$ cat src/rtl/reg_read_bypass_stage_pkg.sv
// reg_read_types: shared defaults, operand vector and bypass port types, hardwired-zero register index
package reg_read_types;
  localparam int DEF_XLEN = 32;
  localparam int DEF_NUM_SRC = 3;
  localparam int DEF_REG_ADDR_W = 5;
  localparam int ZERO_REG = 0;
  typedef logic [DEF_NUM_SRC-1:0] src_vec_t;
  typedef struct packed {
    logic                      valid;
    logic                      is_fp;
    logic [DEF_REG_ADDR_W-1:0] addr;
    logic [DEF_XLEN-1:0]       data;
  } byp_port_t;
endpackage

$ cat src/rtl/reg_read_bypass_stage_operand_sel.sv
// reg_read_operand_sel: one operand's bypass match (lowest port wins, int x0 never matches) and accept-time value/ready resolve
module reg_read_operand_sel
  import reg_read_types::*;
#(
  parameter int XLEN       = DEF_XLEN,
  parameter int NUM_BYP    = 2,
  parameter int REG_ADDR_W = DEF_REG_ADDR_W
) (
  input  logic                       en,
  input  logic                       is_fp,
  input  logic [REG_ADDR_W-1:0]      addr,
  input  logic                       busy,
  input  logic [XLEN-1:0]            rf_data,
  input  logic [NUM_BYP-1:0]         byp_valid,
  input  logic [NUM_BYP-1:0]         byp_is_fp,
  input  logic [NUM_BYP*REG_ADDR_W-1:0] byp_addr,
  input  logic [NUM_BYP*XLEN-1:0]    byp_data,
  output logic                       hit,
  output logic [XLEN-1:0]            hit_data,
  output logic [XLEN-1:0]            value,
  output logic                       rdy
);
  logic zero;
  assign zero = !is_fp && addr == REG_ADDR_W'(ZERO_REG);
  always_comb begin
    hit = 1'b0;
    hit_data = '0;
    for (int b = NUM_BYP - 1; b >= 0; b--)
      if (!zero && byp_valid[b] && byp_is_fp[b] == is_fp && byp_addr[b*REG_ADDR_W +: REG_ADDR_W] == addr) begin
        hit = 1'b1;
        hit_data = byp_data[b*XLEN +: XLEN];
      end
    value = (!en || zero) ? '0 : hit ? hit_data : busy ? '0 : rf_data;
    rdy = !en || zero || hit || !busy;
  end
endmodule

$ cat src/rtl/reg_read_bypass_stage.sv
// reg_read_bypass_stage: reads rf operands + bypass, holds and snoops bypass for busy operands; valid/ready in/out, flush
module reg_read_bypass_stage
  import reg_read_types::*;
#(
  parameter int XLEN       = DEF_XLEN,
  parameter int NUM_SRC    = DEF_NUM_SRC,
  parameter int NUM_BYP    = 2,
  parameter int REG_ADDR_W = DEF_REG_ADDR_W,
  parameter int PAYLOAD_W  = 96
) (
  input  logic                          clk,
  input  logic                          rst,
  input  logic                          flush,
  input  logic                          in_valid,
  output logic                          in_ready,
  input  logic [PAYLOAD_W-1:0]          in_payload,
  input  logic [NUM_SRC-1:0]            in_src_en,
  input  logic [NUM_SRC-1:0]            in_src_is_fp,
  input  logic [NUM_SRC*REG_ADDR_W-1:0] in_src_addr,
  input  logic [NUM_SRC-1:0]            in_src_busy,
  output logic [NUM_SRC*REG_ADDR_W-1:0] rf_read_addr,
  output logic [NUM_SRC-1:0]            rf_read_is_fp,
  input  logic [NUM_SRC*XLEN-1:0]       rf_read_data,
  input  logic [NUM_BYP-1:0]            byp_valid,
  input  logic [NUM_BYP-1:0]            byp_is_fp,
  input  logic [NUM_BYP*REG_ADDR_W-1:0] byp_addr,
  input  logic [NUM_BYP*XLEN-1:0]       byp_data,
  output logic                          out_valid,
  input  logic                          out_ready,
  output logic [PAYLOAD_W-1:0]          out_payload,
  output logic [NUM_SRC*XLEN-1:0]       out_src_value
);
  logic valid_q, valid_d;
  logic [PAYLOAD_W-1:0] payload_q, payload_d;
  logic [NUM_SRC*XLEN-1:0] value_q, value_d, hit_data, sel_value;
  logic [NUM_SRC*REG_ADDR_W-1:0] addr_q, addr_d;
  logic [NUM_SRC-1:0] rdy_q, rdy_d, fp_q, fp_d, held, hit, sel_rdy;
  logic accept, drain;
  assign out_valid = valid_q && &rdy_q;
  assign drain = out_valid && out_ready;
  assign in_ready = !flush && (!valid_q || drain);
  assign accept = in_valid && in_ready;
  assign out_payload = payload_q;
  assign out_src_value = value_q;
  assign rf_read_addr = in_src_addr;
  assign rf_read_is_fp = in_src_is_fp;
  assign held = {NUM_SRC{valid_q}} & ~rdy_q;
  for (genvar s = 0; s < NUM_SRC; s++) begin : g_sel
    reg_read_operand_sel #(.XLEN(XLEN), .NUM_BYP(NUM_BYP), .REG_ADDR_W(REG_ADDR_W)) u_sel (
      .en       (in_src_en[s]),
      .is_fp    (held[s] ? fp_q[s] : in_src_is_fp[s]),
      .addr     (held[s] ? addr_q[s*REG_ADDR_W +: REG_ADDR_W] : in_src_addr[s*REG_ADDR_W +: REG_ADDR_W]),
      .busy     (in_src_busy[s]),
      .rf_data  (rf_read_data[s*XLEN +: XLEN]),
      .byp_valid(byp_valid),
      .byp_is_fp(byp_is_fp),
      .byp_addr (byp_addr),
      .byp_data (byp_data),
      .hit      (hit[s]),
      .hit_data (hit_data[s*XLEN +: XLEN]),
      .value    (sel_value[s*XLEN +: XLEN]),
      .rdy      (sel_rdy[s])
    );
  end
  always_comb begin
    valid_d = valid_q;
    payload_d = payload_q;
    value_d = value_q;
    rdy_d = rdy_q;
    addr_d = addr_q;
    fp_d = fp_q;
    if (flush) begin
      valid_d = 1'b0;
      payload_d = '0;
      value_d = '0;
      rdy_d = '0;
      addr_d = '0;
      fp_d = '0;
    end else if (accept) begin
      valid_d = 1'b1;
      payload_d = in_payload;
      value_d = sel_value;
      rdy_d = sel_rdy;
      addr_d = in_src_addr;
      fp_d = in_src_is_fp;
    end else begin
      valid_d = valid_q && !drain;
      for (int i = 0; i < NUM_SRC; i++)
        if (held[i] && hit[i]) begin
          value_d[i*XLEN +: XLEN] = hit_data[i*XLEN +: XLEN];
          rdy_d[i] = 1'b1;
        end
    end
  end
  always_ff @(posedge clk)
    if (rst) begin
      valid_q <= 1'b0;
      payload_q <= '0;
      value_q <= '0;
      rdy_q <= '0;
      addr_q <= '0;
      fp_q <= '0;
    end else begin
      valid_q <= valid_d;
      payload_q <= payload_d;
      value_q <= value_d;
      rdy_q <= rdy_d;
      addr_q <= addr_d;
      fp_q <= fp_d;
    end
endmodule

$ cat config.mk
export PLATFORM = sky130hd
export DESIGN_NAME = reg_read_bypass_stage
export DESIGN_NICKNAME = d
export VERILOG_FILES = /design/src/rtl/reg_read_bypass_stage_pkg.sv /design/src/rtl/reg_read_bypass_stage_operand_sel.sv /design/src/rtl/reg_read_bypass_stage.sv
export SDC_FILE = /design/constraint.sdc
export NUM_CORES = 1
export LEC_CHECK = 0
export CORE_AREA = 2 2 196 198
export DETAILED_ROUTE_END_ITERATION = 16
export DIE_AREA = 0 0 198 200
export PLACE_DENSITY_LB_ADDON = 0.05
export SYNTH_ARGS = -nofsm -noshare
export SYNTH_HDL_FRONTEND = slang
export SYNTH_SLANG_ARGS = --single-unit
$ cat constraint.sdc
create_clock -name clk -period 8.4 [get_ports clk]
set_clock_uncertainty 0.2 [all_clocks]
set_input_delay 1.68 -clock clk [delete_from_list [all_inputs] [get_ports clk]]
set_output_delay 1.68 -clock clk [all_outputs]
set_load 0.005 [all_outputs]
==> results of run 1 <==
[per-stage QoR]
stage / instance area (µm²) / hold slack, ns / setup slack (ns) / util, % / std cells
after floorplan: 9920 / 0.244 / 4.38 / - / 1190
after global placement: 15300 / 0.236 / 2.87 / 40.9 / 2107
after detailed placement: 15300 / 0.240 / 2.82 / 40.9 / 2107
after CTS: 16100 / 0.249 / 3.26 / 43.2 / 2153
after global routing: 16200 / 0.268 / 3.14 / 43.2 / 2157
final: 16200 / 0.245 / 3.28 / 43.2 / 2159
[registers in the layout (all words and copies together), names as in the netlist]
| register | flops |
|---|---|
| out_payload | 96 |
| out_src_value | 96 |
| addr_q | 15 |
| fp_q | 3 |
| rdy_q | 3 |
| valid_q | 1 |
[power by group through the flow]
stage	logic (mW)	registers (mW)	clock network (mW)
2_1_floorplan	0.133	1.06	0
3_3_place_gp	0.371	1.06	0
3_5_place_dp	0.369	1.06	0
4_1_cts	0.371	1.04	1.19
5_1_grt	0.395	1.04	1.23
6_report	0.367	1.04	1.15
[cell usage in the layout, fill, tap and decap left out, types with 8 or more instances in the layout]
cell | synthesis | routed
o2bb2ai_1 | 33 | 33
inv_1 | 18 | 18
a32o_1 | 8 | 8
clkbuf_8 | 0 | 8
dfxtp_1 | 214 | 214
xnor2_1 | 21 | 21
and2_1 | 60 | 59
a22o_1 | 32 | 32
clkbuf_16 | 0 | 27
buf_4 | 23 | 16
a221o_1 | 32 | 32
clkdlybuf4s50_1 | 0 | 510
o21ai_1 | 33 | 33
nor2_1 | 20 | 18
o21ai_0 | 9 | 9
nand2_1 | 283 | 282
xor2_1 | 12 | 12
a222oi_1 | 34 | 34
a21oi_1 | 139 | 139
a221oi_1 | 28 | 28
[cells by family after synthesis]
kind of cell,after synthesis,synth area share (%)
buf+inv,139,6.58
mux,4,0.441
compound gates,385,27.9
simple gates,415,19.0
xor+xnor,33,2.91
flops,214,43.2
[synth_stat cells, drive strengths merged, types with 3 or more instances]
| cell type | n | area [µm²] |
|---|---|---|
| a211o | 4 | 35.0 |
| a211oi | 4 | 30.0 |
| a21oi | 139 | 696 |
| a221o | 32 | 320 |
| a221oi | 28 | 245 |
| a222oi | 34 | 340 |
| a22o | 32 | 280 |
| a31oi | 4 | 25.0 |
| a32o | 8 | 80.1 |
| and2 | 60 | 375 |
| and3 | 3 | 18.8 |
| buf | 45 | 300 |
| clkbuf | 75 | 282 |
| dfxtp | 214 | 4280 |
| inv | 19 | 71.3 |
| mux2i | 4 | 43.8 |
| nand2 | 283 | 1060 |
| nand2b | 6 | 37.5 |
| nand3 | 6 | 30.0 |
| nor2 | 21 | 86.3 |
| nor2b | 4 | 25.0 |
| nor3 | 6 | 35.0 |
| nor4 | 8 | 56.3 |
| o2111ai | 3 | 32.5 |
| o21ai | 42 | 210 |
| o22ai | 5 | 31.3 |
| o2bb2ai | 33 | 289 |
| or2 | 3 | 18.8 |
| or4 | 3 | 26.3 |
| xnor2 | 21 | 184 |
| xor2 | 12 | 105 |
[final cells by class]
| class | instances | share of cell area (%) |
|---|---|---|
| timing repair buffer | 526 | 32.3 |
| antenna | 6 | 0.0929 |
| multi-input combinational | 837 | 31.3 |
| tap | 511 | 3.96 |
| inverter | 19 | 0.441 |
| clock buffer | 41 | 5.00 |
| sequential | 214 | 26.5 |
| clock inverter | 5 | 0.348 |
[worst paths after layout]
| kind | slack, ns | depth (start not counted) | end |
|---|---|---|---|
| setup / recovery | 3.28 | 4 | in_ready |
| hold reg to reg | 0.24 | 2 | out_src_value[45] |
| hold / removal | 0.24 | 2 | out_src_value[45] |
| setup reg to reg | 4.25 | 10 | out_src_value[31] |
[per-layer routing]
metal / routed length, µm / GRT usage [%] / vias to the layer above
met3: 5040 / 8.87 / 64
li1: - / - / 5156
met2: 23600 / 40.8 / 463
met1: 18800 / 26.8 / 5090
met4: 1410 / 7.32 / 4
met5: 25 / 0 / -
[worst min-delay path, cell delays in order, from the launching register on]
cell and delay, ns:
dfxtp_1 0.31, nand2_1 0.05, o21ai_1 0.05
==> impl_metrics.ini, run 1 <==
[setup_path]
cp_max_fo = 3
crit_chain = clkdlybuf4s50_1 -> nand4_1 -> a21oi_1 -> clkdlybuf4s50_1
worst_setup_path_end_kind = primary output
reg2reg_from = valid_q
cp_common_cell = clkdlybuf4s50_1
critPathArrivalTime_ns = 3.24
critPathMaxStageDelay_ns = 0.59
crit_family = buffers and inverters
startpoint = out_ready
path_class = input port to primary output
crit_path_top_delay_cell = clkdlybuf4s50_1
critPathRequiredTime_ns = 6.52
cp.buffers_inverters = 2
worstSetupStartpointType = input port

[final_layout]
drive_above_1_share_pct = 4.69
syn2layout_area_growth_pct = 62.9
ff_latch_area_mm2 = 0.00428
fillers = 3748
multiInputGateArea_mm2 = 0.00506
nNetsFinal = 1924

[grt]
grt_max_degree = 95
grt_pass1_vias = 10491
antenna_found_initial = 7
overflow = 0
track_usage_pct = 23.5
grt_pass1_wl_mm = 69.9

[drt]
routed_wl_mm = 48.8
route.detailed.drc = 0
drt_first_iter_violations = 606
viasPerCell = 4.99
first_pass_iters = 6
wl_per_cell_um = 22.6
antenna_left = 0
routed-via-count = 10777

[clock_network]
cts_tree = done
clock-sinks = 214
cts_made_buffers = 27
post_cts_resized = 0
cts_root_buf = clkbuf_16
insertion_delay_ns = 0.56
clk_path_buf_depth = 3
cts_setup_buffers = 0
htreeDepth = 1
clk_pin_slew_ns = 0.06
holdBufCountCts = 0

[pwr]
vdd_drop_max_mv = 0.141
clockPowerShare_pct = 44.9
p_switching_uw = 640
p_int_mw = 1.92
total_power_mw = 2.55
seqPwrFrac_pct = 40.7
p_sw_share_pct = 25.0
power.leakage_nw = 5.49
pwr-share-comb_pct = 14.4
power_density_mw_per_mm2 = 158

[sta]
rsz0062_at_grt = no
setup_viol = 0
finalCriticalPeriod_ns = 5.12
drv_slew = 0
finalSetupTns_ns = 0
slew-limit-headroom_pct = 22.4
worst_slew_pin_slew_ns = 1.16
hold_violations = 0
timing.final.crit_share_pct = 61.0
fmaxAchievable_ghz = 0.195

[place]
io_buffer_count = 510
routabilityCongestion = 0.851
hpwl_mm = 35.1

[yosys]
syn_avg_cell_area_um2 = 8.34
yosysWarnings = 0
syn-cell-area_mm2 = 0.00992
synthCells = 1190
async_flop_share_pct = 0
synth_cell_types = 66
synthFlopType = dfxtp_1
synth-edff-count = 0
ys_ff_latch = 214
synthesis.nets = 1489
ys_seq_area_share_pct = 43.2

[floorplanning]
die_area_mm2 = 0.0396
core_mm2 = 0.0374
die_h_um = 200
io_pins = 511
rows = 71
die_w_um = 198
start_util_pct = 26.5

[run_status]
status = complete, no violations

[min_path]
min_from = out_src_value[45]
holdCritPathClass = flip-flop to flip-flop

[flow_run]
max_cap_viol_count = 0
Power figures use the tool's default switching activity.
==> inputs of run 2 (changes only) <==
==> constraint.sdc (replaced) <==
create_clock -name clk -period 4.26 [get_ports clk]
set_clock_uncertainty 0.2 [all_clocks]
set_input_delay 0.852 -clock clk [delete_from_list [all_inputs] [get_ports clk]]
set_output_delay 0.852 -clock clk [all_outputs]
set_load 0.005 [all_outputs]
==> run 2 against run 1 <==
Clock power is 110% higher. Sequential power is 97% higher. Combinational power is 100% higher. Utilization is 0.73 points higher. Setup slack worse by 2.5 ns. Critical path depth is 6 higher. Non-clock buffer count is 20 higher. Critical path type is now input port to flip-flop.
==> impl_metrics.ini, run 2 (synthesis gave the netlist of run 1 again) <==
[drt]
routed_wl_mm = 49.4
route.detailed.drc = 0
routed-via-count = 11010
first_pass_iters = 8
antenna_left = 0
drt_first_iter_violations = 663
viasPerCell = 5.04
wl_per_cell_um = 22.6

[setup_path]
worst_setup_path_end_kind = flip-flop
critPathRequiredTime_ns = 4.50
critPathMaxStageDelay_ns = 0.66
crit_family = compound AO/OA/AOI/OAI gates
crit_path_top_delay_cell = clkdlybuf4s50_1
worstSetupStartpointType = input port
cp_max_fo = 14
cp.buffers_inverters = 3
path_class = input port to flip-flop
r2r_slack_ns = 0.78
critPathArrivalTime_ns = 3.77
crit_chain = clkdlybuf4s50_1 -> inv_1 -> a222oi_1 -> o2111ai_1 -> a221oi_1 -> a21oi_1 -> o21a_2 -> buf_4 -> a221o_1 -> a22o_1

[pwr]
total_power_mw = 5.16
p_int_mw = 3.88
seqPwrFrac_pct = 39.7
p_switching_mw = 1.29
power.leakage_nw = 5.65
power_density_mw_per_mm2 = 314
clockPowerShare_pct = 45.9
p_sw_share_pct = 25.0
pwr-share-comb_pct = 14.4
vdd_drop_max_mv = 0.296

[run_status]
status = complete, no violations

[sta]
drv_slew = 0
slew-limit-headroom_pct = 48.6
worst_slew_pin_slew_ns = 0.772
hold_violations = 0
finalCriticalPeriod_ns = 3.53
timing.final.crit_share_pct = 82.8
setup_viol = 0
rsz0062_at_grt = no
fmaxAchievable_ghz = 0.283
finalSetupTns_ns = 0

[clock_network]
clk_path_buf_depth = 3
cts_made_buffers = 28
insertion_delay_ns = 0.56
holdBufCountCts = 0
cts_setup_buffers = 0
clk_pin_slew_ns = 0.06
cts_tree = done
clock-sinks = 214
post_cts_resized = 0
htreeDepth = 1
cts_root_buf = clkbuf_16

[grt]
grt_pass1_vias = 10720
track_usage_pct = 23.7
gr-usage-met3_pct = 8.28
grt_pass1_wl_mm = 70.8
grt_max_degree = 116
busiest_layer = met2
antenna_found_initial = 7
met1_usage_pct = 27.9
overflow = 0
grt_util_met2_pct = 40.1

[place]
routabilityCongestion = 0.867
hpwl_mm = 35.9
io_buffer_count = 510

[final_layout]
layout_common_cells = clkdlybuf4s50_1, nand2_1, dfxtp_1
drive_above_1_share_pct = 6.06
ff_latch_area_mm2 = 0.00428
syn2layout_area_growth_pct = 65.7
layout_commonest_cell = clkdlybuf4s50_1
fillers = 3697
nNetsFinal = 1945
multiInputGateArea_mm2 = 0.00506

[floorplanning]
die_w_um = 198
die_h_um = 200
start_util_pct = 26.5
rows = 71
die_area_mm2 = 0.0396
core_mm2 = 0.0374
io_pins = 511

[min_path]
holdCritPathClass = flip-flop to flip-flop

[flow_run]
max_cap_viol_count = 0
## run 2: metrics by stage
| step | area [µm²] | instances | utilization [%] | worst slack, ns | hold WS [ns] |
|---|---|---|---|---|---|
| after floorplan | 9920 | 1190 | - | 1.07 | 0.244 |
| after global placement | 15500 | 2127 | 41.4 | 0.283 | 0.235 |
| after detailed placement | 15500 | 2127 | 41.4 | 0.214 | 0.241 |
| after CTS | 16400 | 2178 | 43.9 | 0.781 | 0.249 |
| after global routing | 16400 | 2182 | 43.9 | 0.615 | 0.268 |
| final | 16400 | 2184 | 43.9 | 0.732 | 0.246 |
## run 2: layer usage
| metal | vias to the layer above | wire (µm) |
|---|---|---|
| met5 | - | 23 |
| met4 | 4 | 1630 |
| met3 | 81 | 4920 |
| met2 | 520 | 23400 |
| met1 | 5199 | 19400 |
| li1 | 5206 | - |
## run 2: layout make-up
class | instances | share of cell area [%]
Timing Repair Buffer | 546 | 33.1
Multi-Input combinational cell | 837 | 30.8
Sequential cell | 214 | 26.1
Clock buffer | 44 | 5.24
Tap cell | 511 | 3.89
Inverter | 19 | 0.434
Clock inverter | 7 | 0.388
Antenna cell | 6 | 0.0913
## run 2: worst paths after layout
check               startpoint                 to  cells past startpoint
max reg2reg            valid_q  out_src_value[55]                      9
max                byp_addr[6]  out_src_value[94]                     10
min reg2reg  out_src_value[40]  out_src_value[40]                      2
min          out_src_value[40]  out_src_value[40]                      2
## run 2: worst min-delay path, stage by stage, from the launching register on
cell,delay (ns)
dfxtp_1,0.31
nand2_1,0.05
o21ai_1,0.05
## run 2: power by group through the flow
stage | registers (mW) | logic, mW | clock network [mW]
3_3_place_gp | 2.09 | 0.745 | 0
3_5_place_dp | 2.09 | 0.743 | 0
2_1_floorplan | 2.09 | 0.263 | 0
6_report | 2.05 | 0.743 | 2.37
5_1_grt | 2.05 | 0.794 | 2.52
4_1_cts | 2.05 | 0.748 | 2.45
